<file path="config.mk">
export PLATFORM = sky130hd
export DESIGN_NAME = serial_add_ctrl
export DESIGN_NICKNAME = d
export VERILOG_FILES = /design/src/rtl/serial_add_ctrl.sv
export SDC_FILE = /design/constraint.sdc
export NUM_CORES = 1
export LEC_CHECK = 0
export ABC_CLOCK_PERIOD_IN_PS = 1600
export CORE_MARGIN = 2
export CORE_UTILIZATION = 50
export CTS_CLUSTER_DIAMETER = 150
export DETAILED_ROUTE_END_ITERATION = 10
export PLACE_DENSITY = 0.85
export SYNTH_ARGS = -nofsm -noshare
export SYNTH_HDL_FRONTEND = slang
export SYNTH_SLANG_ARGS = --single-unit
</file>
<file path="constraint.sdc">
create_clock -name clk -period 1.6 [get_ports clk]
set_input_delay 0.48 -clock clk [delete_from_list [all_inputs] [get_ports clk]]
set_output_delay 0.48 -clock clk [all_outputs]
set_load 0.05 [all_outputs]
</file>
<file path="src/rtl/serial_add_ctrl.sv">
// Bit-serial adder controller: sequences an external single-bit full-adder cell
// LSB first and assembles a WIDTH-bit sum with carry-out and signed overflow.
module serial_add_ctrl #(
  parameter int WIDTH = 8
) (
  input  logic             clk,
  input  logic             rst_n,
  input  logic             start,
  input  logic [WIDTH-1:0] a_in,
  input  logic [WIDTH-1:0] b_in,
  input  logic             ci_in,
  output logic             bit_a,
  output logic             bit_b,
  output logic             bit_ci,
  input  logic             bit_sum,
  input  logic             bit_co,
  output logic             busy,
  output logic             done,
  output logic [WIDTH-1:0] sum_out,
  output logic             co_out,
  output logic             ovf
);

  localparam int CNT_W = $clog2(WIDTH + 1);
  localparam logic [CNT_W-1:0] CNT_LAST = CNT_W'(WIDTH - 1);
  localparam logic [CNT_W-1:0] CNT_ONE  = CNT_W'(1);

  typedef enum logic [1:0] {
    IDLE = 2'd0,
    RUN  = 2'd1,
    DONE = 2'd2
  } state_t;

  state_t             state_r;
  state_t             state_s;
  logic [WIDTH-1:0]   a_sh_r;
  logic [WIDTH-1:0]   b_sh_r;
  // Only the bits gathered so far are kept; the incoming sum bit completes the word.
  logic [WIDTH-2:0]   s_sh_r;
  logic [WIDTH-1:0]   s_next_s;
  logic [CNT_W-1:0]   cnt_r;
  logic               carry_r;
  logic [WIDTH-1:0]   sum_r;
  logic               co_r;
  logic               ovf_r;
  logic               busy_r;
  logic               done_r;
  logic               accept_s;
  logic               last_s;

  // Next-state decode and operand-accept / final-bit strobes.
  always_comb begin
    state_s  = state_r;
    accept_s = 1'b0;
    last_s   = 1'b0;
    s_next_s = {bit_sum, s_sh_r};
    case (state_r)
      IDLE, DONE: begin
        if (start) begin
          accept_s = 1'b1;
          state_s  = RUN;
        end else begin
          state_s  = IDLE;
        end
      end
      RUN: begin
        if (cnt_r == CNT_LAST) begin
          last_s  = 1'b1;
          state_s = DONE;
        end else begin
          state_s = RUN;
        end
      end
      default: begin
        state_s = IDLE;
      end
    endcase
  end

  // State register with status flags registered from the next state.
  always_ff @(posedge clk or negedge rst_n) begin
    if (!rst_n) begin
      state_r <= IDLE;
      busy_r  <= 1'b0;
      done_r  <= 1'b0;
    end else begin
      state_r <= state_s;
      busy_r  <= (state_s == RUN);
      done_r  <= (state_s == DONE);
    end
  end

  // Operand shifting, carry chaining and result capture.
  always_ff @(posedge clk or negedge rst_n) begin
    if (!rst_n) begin
      a_sh_r  <= '0;
      b_sh_r  <= '0;
      s_sh_r  <= '0;
      cnt_r   <= '0;
      carry_r <= 1'b0;
      sum_r   <= '0;
      co_r    <= 1'b0;
      ovf_r   <= 1'b0;
    end else if (accept_s) begin
      a_sh_r  <= a_in;
      b_sh_r  <= b_in;
      carry_r <= ci_in;
      cnt_r   <= '0;
    end else if (state_r == RUN) begin
      a_sh_r <= {1'b0, a_sh_r[WIDTH-1:1]};
      b_sh_r <= {1'b0, b_sh_r[WIDTH-1:1]};
      s_sh_r <= s_next_s[WIDTH-1:1];
      cnt_r  <= cnt_r + CNT_ONE;
      if (last_s) begin
        // carry_r here is the carry into the MSB; clearing it keeps bit_ci low once idle.
        sum_r   <= s_next_s;
        co_r    <= bit_co;
        ovf_r   <= carry_r ^ bit_co;
        carry_r <= 1'b0;
      end else begin
        carry_r <= bit_co;
      end
    end
  end

  // The operand shifters drain to zero over WIDTH shifts, so the cell drive is 0 outside RUN.
  assign bit_a   = a_sh_r[0];
  assign bit_b   = b_sh_r[0];
  assign bit_ci  = carry_r;
  assign busy    = busy_r;
  assign done    = done_r;
  assign sum_out = sum_r;
  assign co_out  = co_r;
  assign ovf     = ovf_r;

endmodule

</file>
After elaboration in Yosys (flattened, before gate mapping):

Index checks and enable logic that the tools add are counted.

* register bits after elaboration: 42
* bits of input ports: 22
* output and inout bits: 15
* logic and storage cells: 40

* $add $sub $neg: 1
* eq/ne operators: 5
* multiplexer cells: 16
* bitwise operators: 2
* reduce and logical (&&, ||, !) cells: 5

Operators with widths (number)
* 8-bit 2-to-1 mux: 4
* 1-bit 2-to-1 mux: 8
* 4-bit 2-to-1 mux: 2
* 4-bit by 1-bit adder with 4-bit output (second input constant): 1
* 2-bit by 1-bit == test with 1-bit output (second input constant): 2
* 2-bit == test (second input constant): 2
* 4-bit by 3-bit == test with 1-bit output (second input constant): 1
* 2-bit one-hot mux with 2 select lines: 1
* 3-bit AND reduction: 1
* 2-bit logical NOT: 1
* 2-bit 2-to-1 mux: 1
* 2-bit AND reduction: 1
* 2-bit nonzero test: 1
* 2-bit OR reduction: 1
* 1-bit inverter: 1
* 1-bit XOR: 1

Logic depth before layout (Yosys ltp):

* depth in word-level cells: 6
* gate-level depth with buffers: 5
* mapped depth without buffers: 4

Worst setup path after synthesis:

No wires, ideal clock.

* path type: reg-to-reg
* start point: register cnt_r[0]
* end point: register co_r, in the netlist co_out
* setup time: 0.125 ns
* arrival time: 1.250 ns
* data required time: 1.475 ns
* slack: 0.225 ns
* cell stages (with the launch flop): 6
* path buffers: 1
* clock period less this slack: 1.375 ns
* cell sequence: dfrtp_1 > ha_1 > nand3b_4 > nor2_8 > buf_12 > mux2_4

* longest elaborated chain between the ends: 4

Ends and longest elaborated chain
* from (decl): line 41 `logic [CNT_W-1:0] cnt_r;`
* from (signal assigned): line 113 `cnt_r <= cnt_r + CNT_ONE;`
* 4-bit by 3-bit == test with 1-bit output: line 67 `if (cnt_r == CNT_LAST) begin`
* 1-bit 2-to-1 mux: line 67
* 1-bit 2-to-1 mux: line 57 `case (state_r)`
* 3-bit AND reduction (no source line)
* to (signal assigned): line 117 `co_r <= bit_co;`
* to (decl): line 44 `logic co_r;`

Every way passes these cells.
A chain may end at the register's enable or synchronous reset.

Final worst setup path:

* start point: register state_r[0]
* end point: register cnt_r[2]

* longest elaborated chain between the ends: 4
* elaborated cells between the ends (all ways): 7
* classes of those cells: 2 x eq/ne; 2 x mux; 3 x reduce/logical

Ends and longest elaborated chain
* from (decl): line 34 `state_t state_r;`
* from (signal assigned): line 87 `state_r <= state_s;`
* 2-bit == test or 2-bit logical NOT (tied branches): line 57
* 2-bit OR reduction: line 57
* 1-bit 2-to-1 mux: line 57
* 4-bit 2-to-1 mux or 2-bit nonzero test (tied branches)

Several ways; a longest one is shown, not always the timed one.

==> impl_summary.md <==
Route
Across all layers, the routed design uses between 1000 and 1500 vias. After detailed routing, the average wire length per cell comes to around 15 microns. After the first detailed-routing iteration, the DRC count stood at 49. In the routed design, unresolved DRC markers number 0. The length of the first detailed-routing pass in iterations is 4. Using the TritonRoute via totals, the vias-per-cell ratio works out to 5.38. The final routed wirelength across all metal layers is 3.68 mm. Once detail routing completed, the nets flagged for antenna violations numbered 0.

Setup path
Traced cell by cell, the critical path runs through nand2b_1 -> buf_6 -> mux2_4 -> mux2i_1. The startpoint of the most critical register-to-register path is state_r[0]. The endpoint arrival time on the critical path is around 1800 ps.

The combined buffer and inverter count along the critical path is 1. The worst register-to-register path has a depth of 4. The cell at the slowest stage of the critical path is sky130_fd_sc_hd__dfrtp_1. The largest single stage delay on the critical path is approximately 420 ps. The destination of the worst register-to-register timing path is cnt_r[2].

The worst setup path is launched from a flop. The worst setup path is captured at a flop. The start-to-end type of the worst setup path is reg -> reg.

Along the worst path, the maximum fanout reaches 24. For the worst setup path, the data required time is ~1900 ps. Across all register-to-register paths, the minimum setup slack is ~63 ps. Broken down by cell family, the worst path's largest delay share belongs to multiplexers.

Power and ir drop
The worst vdd rail ir drop is 0.00108 V. Power spread over the standard cell area amounts to 2190 nW/um^2. The leakage power is approximately 0.0012 uW.

Synth
The gate count of the mapped netlist is ~150. The synthesized design devotes to its leading area cell type about 59% of total area. The per-instance average area after synthesis is 11.6 sq um. In the synthesized netlist the dominant register cell turns out to be sky130_fd_sc_hd__dfrtp_1. The number of nets in the synthesized netlist is ~180. sky130_fd_sc_hd__dfrtp_1 takes more of the synthesized area than any other cell.

The total of warnings raised by yosys is 0. For this run, asynchronously set or reset flops after synthesis account for 100%. The number of enable flip-flop cells after synthesis is 0. The synthesized netlist contains 23 unique library cells. After synthesis, the most frequently instantiated cells are sky130_fd_sc_hd__dfrtp_1 (42), sky130_fd_sc_hd__nand2_1 (40), sky130_fd_sc_hd__nand3_1 (15). Among all cell types in the netlist, the one instantiated most often is sky130_fd_sc_hd__dfrtp_1. After synthesis, the cell types taking the most area are sky130_fd_sc_hd__dfrtp_1 (59%), sky130_fd_sc_hd__mux2_4 (8.4%), sky130_fd_sc_hd__nand2_1 (8.4%).

Sequential elements use roughly three fifths of the synthesized area. The post-synthesis instance area is approximately 1800 sq um. The register bit total from synthesis is 42.

Global routing
The wire length of the first global-routing pass is just over 6 mm. Across every metal layer, demand over resource in global routing totals about a fifth. The pin count of the biggest net entering global routing is 25. The via count of the first global-routing pass is about 1300. The number of antenna violations at the first check in global routing is 0. Summed over all layers, the global routing overflow is 0.

Layout
The final layout contains ~220 nets. Counting the fill cells in the layout gives between 200 and 250. The finished cells cover about 2400 sq um. Compared with the post-synthesis result, the final layout area differs by 35.9%.

In the final layout, the share of cells above drive strength 1 is a little under a quarter. The antenna cell count is 0.

Timing
The count of endpoints failing hold in the final timing report is 0. The setup clock skew after layout is approximately 5.6 ps. The actual transition at the worst max-transition pin is around 450 ps. The share of the cycle needed by the critical path after routing is 96.1%. The worst path in the final design needs a cycle of roughly 1500 ps, including I/O delays and setup.

Derived from the worst setup path, the maximum achievable clock frequency is around 0.65 GHz. The number of failing setup endpoints in the final timing report is 0. The final max-slew violation count came to 0. The worst max-slew margin expressed relative to the limit is a little over two thirds. Across all hold checks on the routed design, the worst slack comes to about 60 ps. The final worst setup slack is between 60 and 70 ps.

Place
Once detailed placement completed, the half-perimeter wirelength came to between 2 and 3 mm. Before CTS, the worst setup slack after placement is -187 ps. The final estimated routing congestion in global placement is roughly 0.7. The count of input and output buffers is 36. The total placed instance area is 2360 sq um.

Clock network
Counting along the longest clock path gives a buffer depth of 2. The tree built by TritonCTS fans out to 42 sinks. The number of setup buffers added after CTS is 0. The TritonCTS clock tree is built.

In this run the number of H-tree levels came out at 2. Clock-pin slew was measured on the worst setup and hold paths at 120 ps. The clock latency at the later pin of the worst-skew pair is 350 ps. The count of hold-fix buffers inserted at cts is 0. The cell sitting at the root of the clock tree is a sky130_fd_sc_hd__clkbuf_4. Buffers inserted during clock tree synthesis total 5.

Floorplanning
The core footprint is between 3000 and 4000 sq um. The area enclosed by the die boundary is 4080 sq um. The floorplan has 21 rows. During I/O placement, the number of pins put on the boundary was 37. The die boundary width is around 64 microns. The initial cell density of the core is 52.9%. The vertical extent of the die is ~64 microns.

Status
The flow ran to the end, and the final reports show no timing, DRC or antenna violations.

Run
The number of max-cap violations is 0.

Min path
The min-delay analysis places its worst path in the category in -> async.
cell families (layout without fill, tap and decap cells):
group           after synthesis  in the layout  share of synthesized area (%)
compound gates               19             19                           7.89
simple gates                 66             67                           17.4
fa+ha+maj                     1              1                          0.698
buf+inv                      11             51                           4.33
flops                        42             42                           58.6
xor+xnor                      2              2                          0.977
mux                          13             13                           10.1
how the worst max path moves through the flow:
stage	depth (start not counted)	end	slack, ps	from
detailed placement	5	b_sh_r[7]	-190	start
global placement	5	a_sh_r[7]	-120	start
finish	4	cnt_r[2]	60	state_r[0]
floorplan	5	co_out	220	cnt_r[0]
global route	4	cnt_r[2]	-5	state_r[0]
CTS	4	sum_out[2]	40	cnt_r[0]
sequential cells by signal, indices dropped and copies added (netlist names):
| register | flops |
|---|---|
| busy | 1 |
| s_sh_r | 7 |
| ovf | 1 |
| bit_ci | 1 |
| sum_out | 8 |
| state_r | 2 |
| a_sh_r | 8 |
| co_out | 1 |
| cnt_r | 4 |
| done | 1 |
| b_sh_r | 8 |
where the power goes:
| group | leakage [uW] | internal (uW) | switching (uW) |
|---|---|---|---|
| combinational | 0.000623 | 1380 | 1470 |
| sequential | 0.000528 | 1540 | 406 |
| clock | 0.0000353 | 213 | 329 |
| total | 0.00119 | 3130 | 2200 |
per-layer routing:
metal,GRT usage [%],wire [microns]
met5,0,0
met2,31.6,1940
met4,6.25,12
met1,24.5,1480
met3,6.87,249
cell type report:
type                            count  area [sq um]  share of cell area (%)
Multi-Input combinational cell    102           681                    27.9
Timing Repair Buffer               43           587                    24.1
Sequential cell                    42          1050                    43.1
Clock buffer                        7          55.1                    2.26
Clock inverter                      1          5.00                   0.205
Tap cell                           46          57.6                    2.36
what timing repair did:
action | 4_1_cts | 5_1_grt
hold endpoints to repair | 0 | 0
endpoints found under the setup margin | 0 | 1
gates resized for setup | 0 | 2
layout by cell type (no fill, tap or decap), types with 2 or more instances in the layout:
master,instances
sky130_fd_sc_hd__a21oi_1,2
sky130_fd_sc_hd__a22o_1,3
sky130_fd_sc_hd__a22oi_1,14
sky130_fd_sc_hd__buf_12,17
sky130_fd_sc_hd__buf_4,4
sky130_fd_sc_hd__clkbuf_4,5
sky130_fd_sc_hd__clkdlybuf4s50_1,20
sky130_fd_sc_hd__dfrtp_1,42
sky130_fd_sc_hd__mux2_4,10
sky130_fd_sc_hd__mux2i_1,2
sky130_fd_sc_hd__nand2_1,40
sky130_fd_sc_hd__nand2b_1,2
sky130_fd_sc_hd__nand3_1,15
sky130_fd_sc_hd__nor2_1,4
stage by stage:
| stage | setup TNS, ps | util [%] | power (uW) | std cells |
|---|---|---|---|---|
| 3_3_place_gp | -463 | 69.6 | 4630 | 232 |
| 2_1_floorplan | 0 | - | 3580 | 154 |
| 3_5_place_dp | -1380 | 69.6 | 4770 | 232 |
| 6_report | 0 | 71.9 | 5330 | 241 |
| 4_1_cts | 0 | 71.4 | 5310 | 240 |
| 5_1_grt | -5.46 | 71.9 | 5650 | 241 |
(Power assumes the default switching activity.)
